[src/rtl/giant_hash_load_ctrl_if.sv]
// Byte-source, shift-register and control/status bundle for the hash table loader.
interface giant_hash_load_ctrl_if #(
  parameter int CNT_W = 11
);
  logic             start;
  logic             abort;
  logic             byte_valid;
  logic [7:0]       byte_in;
  logic             byte_ready;
  logic             shift_enable;
  logic [7:0]       serial_out;
  logic [CNT_W-1:0] byte_count;
  logic             table_valid;
  logic             consume;
  logic             busy;
  logic             timeout_err;

  modport master (
    output start, abort, byte_valid, byte_in, consume,
    input  byte_ready, shift_enable, serial_out, byte_count,
           table_valid, busy, timeout_err
  );

  modport slave (
    input  start, abort, byte_valid, byte_in, consume,
    output byte_ready, shift_enable, serial_out, byte_count,
           table_valid, busy, timeout_err
  );
endinterface

[src/rtl/giant_hash_load_ctrl.sv]
// Sequences a NUM_BYTES load of the target-hash shift register from a valid/ready
// byte source; one-cycle registered shift path, inter-byte timeout, abort from anywhere.
module giant_hash_load_ctrl #(
  parameter int NUM_BYTES = 1024,
  parameter int CNT_W     = 11,
  parameter int TIMEOUT   = 4096,
  parameter int TMR_W     = 13
) (
  input logic                    clk,
  input logic                    n_rst,
  giant_hash_load_ctrl_if.slave  bus
);

  typedef enum logic [2:0] {
    S_IDLE,
    S_LOAD,
    S_DRAIN,
    S_FULL,
    S_ERROR
  } state_t;

  localparam logic [CNT_W-1:0] CNT_LAST = CNT_W'(NUM_BYTES - 1);
  localparam logic [TMR_W-1:0] TMR_LAST = TMR_W'(TIMEOUT - 1);

  state_t           state_q, state_d;
  logic [CNT_W-1:0] count_q, count_d;
  logic [TMR_W-1:0] timer_q, timer_d;
  logic             shift_en_q;
  logic [7:0]       serial_q;
  logic             byte_ready;
  logic             accept;

  assign byte_ready = (state_q == S_LOAD) && !bus.abort;
  assign accept     = bus.byte_valid && byte_ready;

  always_ff @(posedge clk or negedge n_rst) begin
    if (!n_rst) begin
      state_q    <= S_IDLE;
      count_q    <= '0;
      timer_q    <= '0;
      shift_en_q <= 1'b0;
      serial_q   <= 8'h00;
    end else begin
      state_q    <= state_d;
      count_q    <= count_d;
      timer_q    <= timer_d;
      shift_en_q <= accept;
      if (accept) begin
        serial_q <= bus.byte_in;
      end
    end
  end

  always_comb begin
    state_d = state_q;
    count_d = count_q;
    timer_d = timer_q;
    if (bus.abort) begin
      state_d = S_IDLE;
      count_d = '0;
      timer_d = '0;
    end else begin
      case (state_q)
        S_IDLE: begin
          if (bus.start) begin
            state_d = S_LOAD;
            count_d = '0;
            timer_d = '0;
          end
        end
        S_LOAD: begin
          if (accept) begin
            count_d = count_q + CNT_W'(1);
            timer_d = '0;
            if (count_q == CNT_LAST) begin
              state_d = S_DRAIN;
            end
          end else if (timer_q == TMR_LAST) begin
            // Timer parks at its last value so it can never wrap.
            state_d = S_ERROR;
          end else begin
            timer_d = timer_q + TMR_W'(1);
          end
        end
        S_DRAIN: state_d = S_FULL;
        S_FULL: begin
          if (bus.consume) begin
            state_d = S_IDLE;
          end
        end
        S_ERROR: begin
          if (bus.start) begin
            state_d = S_LOAD;
            count_d = '0;
            timer_d = '0;
          end
        end
        default: state_d = S_IDLE;
      endcase
    end
  end

  assign bus.byte_ready   = byte_ready;
  assign bus.shift_enable = shift_en_q;
  assign bus.serial_out   = serial_q;
  assign bus.byte_count   = count_q;
  assign bus.table_valid  = (state_q == S_FULL);
  assign bus.busy         = (state_q == S_LOAD) || (state_q == S_DRAIN);
  assign bus.timeout_err  = (state_q == S_ERROR);

endmodule

[src/flat_wrapper.sv]
// flat-port wrapper written by rule: the top's interface ports become plain ports
module giant_hash_load_ctrl_flat 
#(
  parameter int NUM_BYTES = 1024,
  parameter int CNT_W     = 11,
  parameter int TIMEOUT   = 4096,
  parameter int TMR_W     = 13
)
  (clk, n_rst, bus_start, bus_abort, bus_byte_valid, bus_byte_in, bus_consume, bus_byte_ready, bus_shift_enable, bus_serial_out, bus_byte_count, bus_table_valid, bus_busy, bus_timeout_err);
  giant_hash_load_ctrl_if #(.CNT_W(CNT_W)) bus_i ();
  input logic clk;
  input logic n_rst;
  input wire logic [$bits(bus_i.start)-1:0] bus_start;
  input wire logic [$bits(bus_i.abort)-1:0] bus_abort;
  input wire logic [$bits(bus_i.byte_valid)-1:0] bus_byte_valid;
  input wire logic [$bits(bus_i.byte_in)-1:0] bus_byte_in;
  input wire logic [$bits(bus_i.consume)-1:0] bus_consume;
  output wire logic [$bits(bus_i.byte_ready)-1:0] bus_byte_ready;
  output wire logic [$bits(bus_i.shift_enable)-1:0] bus_shift_enable;
  output wire logic [$bits(bus_i.serial_out)-1:0] bus_serial_out;
  output wire logic [$bits(bus_i.byte_count)-1:0] bus_byte_count;
  output wire logic [$bits(bus_i.table_valid)-1:0] bus_table_valid;
  output wire logic [$bits(bus_i.busy)-1:0] bus_busy;
  output wire logic [$bits(bus_i.timeout_err)-1:0] bus_timeout_err;
  assign bus_i.start = bus_start;
  assign bus_i.abort = bus_abort;
  assign bus_i.byte_valid = bus_byte_valid;
  assign bus_i.byte_in = bus_byte_in;
  assign bus_i.consume = bus_consume;
  assign bus_byte_ready = bus_i.byte_ready;
  assign bus_shift_enable = bus_i.shift_enable;
  assign bus_serial_out = bus_i.serial_out;
  assign bus_byte_count = bus_i.byte_count;
  assign bus_table_valid = bus_i.table_valid;
  assign bus_busy = bus_i.busy;
  assign bus_timeout_err = bus_i.timeout_err;
  giant_hash_load_ctrl #(.NUM_BYTES(NUM_BYTES), .CNT_W(CNT_W), .TIMEOUT(TIMEOUT), .TMR_W(TMR_W)) u_core (.clk(clk), .n_rst(n_rst), .bus(bus_i));
endmodule
[config.mk]
export PLATFORM = sky130hd
export DESIGN_NAME = giant_hash_load_ctrl_flat
export DESIGN_NICKNAME = d
export VERILOG_FILES = /design/src/rtl/giant_hash_load_ctrl_if.sv /design/src/rtl/giant_hash_load_ctrl.sv /design/src/flat_wrapper.sv
export SDC_FILE = /design/constraint.sdc
export NUM_CORES = 1
export LEC_CHECK = 0
export CAP_MARGIN = 25
export CORE_ASPECT_RATIO = 0.6
export CORE_MARGIN = 2
export CORE_UTILIZATION = 55
export CTS_CLUSTER_SIZE = 40
export DETAILED_ROUTE_END_ITERATION = 8
export GPL_ROUTABILITY_DRIVEN = 0
export PLACE_DENSITY = 0.87
export SETUP_SLACK_MARGIN = 0.15
export SLEW_MARGIN = 5
export SYNTH_ARGS = -nofsm -noshare
export SYNTH_HDL_FRONTEND = slang
export SYNTH_SLANG_ARGS = --single-unit
[constraint.sdc]
create_clock -name clk -period 3.23 [get_ports clk]
set_input_delay 0.8075 -clock clk [delete_from_list [all_inputs] [get_ports clk]]
set_output_delay 0.8075 -clock clk [all_outputs]
set_load 0.05 [all_outputs]
==> results.yml, run 1 <==
timing:
  fin_skew_ns: 0.00489
  maxSlewViolCount: 0
  fin_setup_tns_ns: 0
  setup_viol: 0
  max_freq_mhz: 356
  fin_crit_sh: 0.870
  rsz0062_at_grt: "false"
  min_period_ns: 2.81
  hold_viol: 0
  slew_headroom: 0.646
  tightest_slew_ns: 0.528
critical_path:
  cp_max_fo: 11
  path_cells: "nor2_1, and2_1, clkdlybuf4s50_1"
  crit_path_end: "bus_timeout_err"
  reg2reg_depth: 5
  r2r_setup_slack_ns: 0.97
  r2r_end: "u_core.timer_q[9]"
  path_buf_inv: 1
  crit_required_ns: 2.42
  cpPeakStageDelay_ns: 0.82
  timing.rr.start: "u_core.timer_q[0]"
  endpoint_kind: "output pin"
  cp-start-kind: "flip-flop"
  cp.arrival_ns: 2.00
  path_delay_family: "buffers and inverters"
  critPathKind: "reg -> out"
  worst-path-stages: 3
  cp_slowest_cell: "clkdlybuf4s50_1"
  cp-startpoint: "u_core.state_q[1]"
floorplanning:
  io_pins: 38
  num_rows: 16
  core_area_mm2: 0.00330
  die_h_um: 50.0
  die_area_mm2: 0.00403
  dieWidth_um: 80.6
  initial_core_util: 0.586
route:
  antenna_left: 0
  wl_per_cell_um: 15.2
  first_iter_violations: 129
  drtPass1Iterations: 5
  met2RoutedLength_mm: 1.78
  vias_per_cell: 5.96
  wl_met1_mm: 2.30
  wl_mm: 4.52
  dr.max_layer_used: "met4"
  post-route-drc-count: 0
  met3_length_um: 392
  num_vias: 1769
finish:
  layout_common_cells: "41 x nand2_1, 36 x clkdlybuf4s50_1, 36 x dfrtp_1, 17 x a21oi_1, 17 x a31oi_1"
  nets: 268
  syn2layout_area_growth_pct: 26.0
  final_common_cell: "nand2_1"
  finalInstanceArea_mm2: 0.00244
  diodes: 0
  drive_above_1_share: 0.103
clock_network:
  holdBufCountCts: 0
  ctsResizeCount: 0
  cts.sinks: 36
  clock_latency_ns: 0.29
  cts.htree.levels: 2
  cts_setup_buffers: 0
  clockBufferDepth: 2
  cts_tree: "built"
  numCtsBuffers: 5
  clkSlewWorstSetupHoldPaths_ns: 0.07
  cts_root_buf: "clkbuf_8"
yosys:
  ys_seq_area_frac: 0.465
  ys_ff_latch: 36
  synth_top_cell_by_area: "dfrtp_1"
  yosys_warnings: 0
  synth.area.top_cells: "dfrtp_1 47%, nand2_1 7.9%, a31oi_1 5.5%"
  syn_area_mm2: 0.00194
  syn_inst: 213
  ys_types: 41
  synth_nets: 229
  post-synth-top-area-fraction: 0.465
  syn-mean-instance-area_um2: 9.09
power:
  leakage_nw: 1.06
  vdd_drop_max_mv: 0.645
  power.density_mw_per_mm2: 605
global_route:
  grt_pass1_vias: 1615
  grt_start_max_net_pins: 37
  grt_pass1_wl_mm: 7.78
  track_usage: 0.254
  grt_overflow_total: 0
  antenna_found_initial: 0
hold_path:
  min-delay-path-class: "reg -> reg"
  whs_path_depth: 2
placement:
  io_buffers: 37
  place_area_mm2: 0.00234
  hpwl_mm: 3.15
status:
  status: "completed"
run:
  drv_cap: 0
sequential cells by signal, summed over array words and instances (netlist names):
signal                   count
u_core.timer_q              13
u_core.bus.byte_count       11
u_core.bus.serial_out        8
u_core.state_q               3
u_core.bus.shift_enable      1
area by class of cell:
type | count | area, µm²
Multi-Input combinational cell | 162 | 951
Sequential cell | 36 | 901
Fill cell | 250 | 862
Timing Repair Buffer | 42 | 418
Clock buffer | 7 | 96.3
Tap cell | 45 | 56.3
Inverter | 5 | 18.8
per-layer routing:
metal  vias to the layer above  GRT usage
li1                        848          -
met1                       841      0.386
met2                        72      0.336
met3                         8     0.0769
met4                         0     0.0932
met5                         -          0
kinds of logic after synthesis:
family | after synthesis | share of synthesized area
AND/OR/NAND/NOR | 97 | 0.253
flip-flops | 36 | 0.465
buffers and inverters | 15 | 0.0472
multiplexers | 7 | 0.0362
adder cells (fa/ha/maj) | 2 | 0.0129
AO/OA/AOI/OAI | 56 | 0.186
cell usage after synthesis:
cell / n
nor4b_1: 2
and4_2: 1
o21ai_0: 6
o211ai_1: 1
a21oi_1: 17
a31oi_1: 17
nor2_1: 13
dfrtp_1: 36
nand4_1: 7
a21o_1: 3
clkinv_1: 2
or2b_2: 3
o221ai_1: 2
a31oi_2: 1
nand3b_1: 1
clkbuf_1: 2
or4_4: 1
and2_1: 2
nand3_2: 1
a22o_1: 2
nand3_1: 6
nand2_1: 41
nor3_1: 5
a41oi_1: 2
or2_2: 2
a21boi_0: 1
or3_1: 1
a211o_1: 2
nor2b_1: 1
buf_6: 4
o221a_2: 1
o21bai_1: 1
and3_2: 2
buf_2: 4
nand2b_1: 2
ha_1: 2
and3_1: 4
and2_0: 1
and4_1: 1
mux2i_1: 7
inv_1: 3
worst min path at each step:
stage                                   from                       end  slack [ns]
floorplan                 u_core.timer_q[11]        u_core.timer_q[11]        0.45
global placement    u_core.bus.serial_out[5]  u_core.bus.serial_out[5]        0.46
detailed placement  u_core.bus.serial_out[2]  u_core.bus.serial_out[2]        0.46
CTS                 u_core.bus.serial_out[2]  u_core.bus.serial_out[2]        0.48
global route        u_core.bus.serial_out[2]  u_core.bus.serial_out[2]        0.50
finish              u_core.bus.serial_out[2]  u_core.bus.serial_out[2]        0.48
per-stage QoR:
step           total power [mW]  setup slack [ns]   util  cells  hold WS (ns)
3_3_place_gp               1.12             0.518  0.710    290         0.457
2_1_floorplan             0.942             0.430      -    213         0.450
3_5_place_dp               1.13             0.504  0.710    290         0.464
5_1_grt                    1.55             0.356  0.739    297         0.505
6_report                   1.48             0.421  0.739    297         0.478
4_1_cts                    1.48             0.428  0.739    297         0.480
tightest hold or removal path, cell delays in order (launching register included):
cell,delay [ns]
dfrtp_1,0.34
nand2_1,0.05
nand2_1,0.05
where the power goes:
group | switching (mW) | internal (mW) | total, mW
combinational | 0.376 | 0.193 | 0.569
clock | 0.160 | 0.190 | 0.350
sequential | 0.0479 | 0.511 | 0.559
total | 0.584 | 0.894 | 1.48
Note: power is estimated with default switching activity, not from simulation.
==> run 2: changes to the inputs <==
--- a/config.mk
+++ b/config.mk
@@ -6,14 +6,13 @@
 export NUM_CORES = 1
 export LEC_CHECK = 0
 export CAP_MARGIN = 25
-export CORE_ASPECT_RATIO = 0.6
 export CORE_MARGIN = 2
 export CORE_UTILIZATION = 55
 export CTS_CLUSTER_SIZE = 40
 export DETAILED_ROUTE_END_ITERATION = 8
 export GPL_ROUTABILITY_DRIVEN = 0
 export PLACE_DENSITY = 0.87
-export SETUP_SLACK_MARGIN = 0.15
+export SETUP_SLACK_MARGIN = 0.1
 export SLEW_MARGIN = 5
 export SYNTH_ARGS = -nofsm -noshare
 export SYNTH_HDL_FRONTEND = slang
==> results.yml, run 2 (synthesis gave the netlist of run 1 again) <==
clock_network:
  cts_setup_buffers: 0
  holdBufCountCts: 0
  cts.htree.levels: 2
  clock_latency_ns: 0.34
  numCtsBuffers: 5
  cts_root_buf: "clkbuf_4"
  clockBufferDepth: 2
  clkSlewWorstSetupHoldPaths_ns: 0.10
  cts_tree: "built"
  cts.sinks: 36
  ctsResizeCount: 0
route:
  post-route-drc-count: 0
  first_iter_violations: 189
  wl_met1_mm: 1.97
  num_vias: 1737
  met3_length_um: 224
  wl_mm: 4.31
  dr.max_layer_used: "met4"
  vias_per_cell: 5.83
  wl_per_cell_um: 14.4
  antenna_left: 0
  met2RoutedLength_mm: 2.03
  drtPass1Iterations: 4
status:
  status: "completed"
floorplanning:
  die_area_mm2: 0.00401
  die_h_um: 63.3
  num_rows: 21
  initial_core_util: 0.576
  dieWidth_um: 63.3
  core_area_mm2: 0.00336
  io_pins: 38
finish:
  diodes: 0
  finalNonFillerCells: 298
  drive_above_1_share: 0.103
  nets: 268
  syn2layout_area_growth_pct: 24.5
  final_common_cell: "nand2_1"
  layout_common_cells: "41 x nand2_1, 36 x clkdlybuf4s50_1, 36 x dfrtp_1, 17 x a21oi_1, 17 x a31oi_1"
  largest_reg_flops: 13
  regMostFlops: "u_core.timer_q"
critical_path:
  cp_slowest_cell: "clkdlybuf4s50_1"
  endpoint_kind: "output pin"
  critPathKind: "reg -> out"
  crit_required_ns: 2.42
  cp-start-kind: "flip-flop"
  r2r_setup_slack_ns: 0.90
  cp.arrival_ns: 2.06
  cpPeakStageDelay_ns: 0.84
  cp_max_fo: 11
  path_cells: "inv_1, nand2_1, a21oi_1, clkdlybuf4s50_1"
power:
  power.density_mw_per_mm2: 578
  leakage_nw: 1.05
  seqPwrFrac: 0.400
  p_sw_mw: 0.567
  internal_power_mw: 0.826
  clock_power_share: 0.192
  sw_frac_of_total: 0.407
  vdd_drop_max_mv: 0.526
  combPwrFrac: 0.408
global_route:
  grt_pass1_vias: 1611
  grt_start_max_net_pins: 37
  grt_pass1_wl_mm: 7.67
  grt_overflow_total: 0
  antenna_found_initial: 0
  track_usage: 0.246
timing:
  fin_crit_sh: 0.888
  slew_headroom: 0.657
  min_period_ns: 2.87
  tightest_slew_ns: 0.513
  rsz0062_at_grt: "false"
  timing.hold.ws_ns: 0.482
  hold_viol: 0
  setup_viol: 0
  fin_skew_ns: 0.00394
  setup_slack_ns: 0.363
  fin_setup_tns_ns: 0
  maxSlewViolCount: 0
  max_freq_mhz: 349
run:
  drv_cap: 0
hold_path:
  min-delay-path-class: "reg -> reg"
placement:
  hpwl_mm: 3.02
  dp.cells: 291
  place_ws_ns: 0.511
  io_buffers: 37
[run 2: changes by cell type in the layout (fill, tap and decap cells not counted)]
cell / change
clkbuf_4: +5
clkbuf_8: -5
[run 2: cell type report]
type                    count  area, µm²
clock buffers               7       65.1
fillers                   277        952
inverters                   5       18.8
multi-input cells         162        951
flip-flops and latches     36        901
well taps                  46       57.6
repair buffers             42        418
[run 2: path summary, 6_finish.rpt]
| kind | start | to | depth (start not counted) |
|---|---|---|---|
| worst max-delay path | u_core.state_q[1] | bus_busy | 4 |
| worst min-delay path | u_core.bus.serial_out[4] | u_core.bus.serial_out[4] | 2 |
| worst max register to register | u_core.timer_q[0] | u_core.timer_q[4] | 5 |
| worst min register to register | u_core.bus.serial_out[4] | u_core.bus.serial_out[4] | 2 |
| max in group asynchronous | n_rst | u_core.timer_q[4] | 2 |
| min in group asynchronous | n_rst | u_core.bus.byte_count[4] | 2 |
[run 2: power by group through the flow]
stage | clock (mW) | combinational (mW) | sequential (mW)
floorplan | 0 | 0.203 | 0.740
global placement | 0 | 0.558 | 0.563
detailed placement | 0 | 0.570 | 0.565
CTS | 0.276 | 0.572 | 0.558
global route | 0.300 | 0.612 | 0.567
finish | 0.267 | 0.568 | 0.558
[run 2: metrics by stage]
step                      area, µm²  utilization  power (mW)
after detailed placement       2350        0.698        1.13
after global routing           2410        0.717        1.48
after floorplan                1940            -       0.942
after global placement         2350        0.698        1.12
after CTS                      2410        0.717        1.41
final                          2410        0.717        1.39
[run 2: worst max-delay path: cells and delay by family, from the launching register on]
kind                   cells  cell delay, ns
AOI/OAI and AO/OA          1            0.14
buffers and inverters      2            1.00
DFF                        1            0.51
and+or+nand+nor            1            0.06
[run 2: metal layers]
layer / global-route usage / vias to the layer above
met5: 0 / -
met4: 0.103 / 0
met3: 0.0589 / 5
met2: 0.372 / 47
met1: 0.338 / 831
li1: - / 854
==> run 3: changes to the inputs <==
--- a/config.mk
+++ b/config.mk
@@ -6,12 +6,14 @@
 export NUM_CORES = 1
 export LEC_CHECK = 0
 export CAP_MARGIN = 25
+export CELL_PAD_IN_SITES_DETAIL_PLACEMENT = 1
+export CELL_PAD_IN_SITES_GLOBAL_PLACEMENT = 1
 export CORE_MARGIN = 2
-export CORE_UTILIZATION = 55
-export CTS_CLUSTER_SIZE = 40
+export CORE_UTILIZATION = 42
+export CTS_CLUSTER_SIZE = 28
 export DETAILED_ROUTE_END_ITERATION = 8
 export GPL_ROUTABILITY_DRIVEN = 0
-export PLACE_DENSITY = 0.87
+export PLACE_DENSITY = 0.88
 export SETUP_SLACK_MARGIN = 0.1
 export SLEW_MARGIN = 5
 export SYNTH_ARGS = -nofsm -noshare
==> results.yml, run 3 (synthesis gave the netlist of run 1 again) <==
route:
  antenna_left: 0
  wl_per_cell_um: 17.2
  vias_per_cell: 5.84
  post-route-drc-count: 0
  num_vias: 1782
  drtPass1Iterations: 4
  first_iter_violations: 76
  wl_mm: 5.25
finish:
  layout_common_cells: "41 x nand2_1, 36 x clkdlybuf4s50_1, 36 x dfrtp_1, 17 x a21oi_1, 17 x a31oi_1"
  nets: 268
  diodes: 0
  syn2layout_area_growth_pct: 27.1
  layout.area.seq_um2: 901
  largest_reg_flops: 13
  drive_above_1_share: 0.103
  fillers: 517
  multi_input_area_um2: 951
  regMostFlops: "u_core.timer_q"
  final_common_cell: "nand2_1"
critical_path:
  cp_slowest_cell: "clkdlybuf4s50_1"
  cp.arrival_ns: 1.99
  reg2reg_depth: 5
  cp_max_fo: 11
  timing.rr.start: "u_core.timer_q[0]"
  crit_required_ns: 2.42
  r2r_end: "u_core.timer_q[2]"
  path_cells: "nor2_1, and2_1, clkdlybuf4s50_1"
  r2r_setup_slack_ns: 0.87
  critPathKind: "reg -> out"
  endpoint_kind: "output pin"
  cp-start-kind: "flip-flop"
  cpPeakStageDelay_ns: 0.80
timing:
  fin_setup_tns_ns: 0
  slew_headroom: 0.628
  max_freq_mhz: 358
  min_period_ns: 2.80
  hold_viol: 0
  tightest_slew_ns: 0.558
  fin_skew_ns: 0.00561
  rsz0062_at_grt: "false"
  fin_crit_sh: 0.865
  maxSlewViolCount: 0
  setup_viol: 0
clock_network:
  numCtsBuffers: 5
  cts_setup_buffers: 0
  holdBufCountCts: 0
  cts.htree.levels: 2
  clkSlewWorstSetupHoldPaths_ns: 0.07
  cts_root_buf: "clkbuf_8"
  clock_latency_ns: 0.29
  cts.sinks: 36
  clockBufferDepth: 2
  ctsResizeCount: 0
  cts_tree: "built"
global_route:
  grt_pass1_vias: 1864
  antenna_found_initial: 0
  grt_pass1_wl_mm: 9.03
  track_usage: 0.225
  grt_start_max_net_pins: 37
  grt_overflow_total: 0
power:
  vdd_drop_max_mv: 0.501
  power.density_mw_per_mm2: 619
  leakage_nw: 1.07
  total_power_mw: 1.52
floorplanning:
  initial_core_util: 0.442
  io_pins: 38
  core_area_mm2: 0.00438
  num_rows: 24
  dieWidth_um: 71.9
  die_area_mm2: 0.00517
  die_h_um: 71.9
placement:
  hpwl_mm: 3.71
  io_buffers: 37
run:
  drv_cap: 0
hold_path:
  hp-start: "u_core.bus.serial_out[1]"
  whs_path_depth: 2
  hold_end: "u_core.bus.serial_out[1]"
  min-delay-path-class: "reg -> reg"
status:
  status: "completed"
==> run 3: cell types whose count changed in the layout (fill, tap and decap cells not counted) <==
cell,change
clkbuf_4,-5
clkbuf_8,+3
clkbuf_1,+1
clkinv_2,+1
bufinv_16,+1
==> run 3: power by group <==
group,internal [mW],switching (mW)
registers,0.511,0.0481
clock network,0.229,0.159
logic,0.193,0.384
==> run 3: layer usage <==
layer / global-route usage / share of wire
met1: 0.297 / 0.43
met2: 0.370 / 0.52
met3: 0.0514 / 0.039
met4: 0.0692 / 0.011
met5: 0 / 0
==> run 3: how the worst max path moves through the flow <==
| stage | start | to | cells past startpoint |
|---|---|---|---|
| after floorplan | bus_abort | u_core.bus.byte_count[4] | 7 |
| after global placement | bus_abort | u_core.timer_q[3] | 6 |
| after detailed placement | bus_abort | u_core.timer_q[2] | 6 |
| after CTS | u_core.state_q[1] | bus_busy | 4 |
| after global routing | u_core.state_q[1] | bus_busy | 4 |
| final | u_core.state_q[1] | bus_timeout_err | 3 |
==> run 3: critical path, delay by kind of cell (launching register included) <==
family                 cells  cell delay, ns
buffers and inverters      1            0.80
DFF                        1            0.51
and+or+nand+nor            2            0.38
==> run 3: layout make-up <==
class | instances | area share
clock buffers | 6 | 0.0295
clock inverters | 2 | 0.0142
inverters | 5 | 0.00763
multi-input cells | 162 | 0.386
flip-flops and latches | 36 | 0.366
well taps | 52 | 0.0264
repair buffers | 42 | 0.170
==> run 3: stage by stage <==
stage / utilization / instance area, µm² / setup WS [ns] / instances / hold slack [ns]
finish: 0.561 / 2460 / 0.435 / 305 / 0.476
global route: 0.561 / 2460 / 0.246 / 305 / 0.504
CTS: 0.561 / 2460 / 0.409 / 305 / 0.483
detailed placement: 0.537 / 2350 / 0.427 / 297 / 0.467
global placement: 0.537 / 2350 / 0.553 / 297 / 0.457
floorplan: - / 1940 / 0.430 / 213 / 0.450
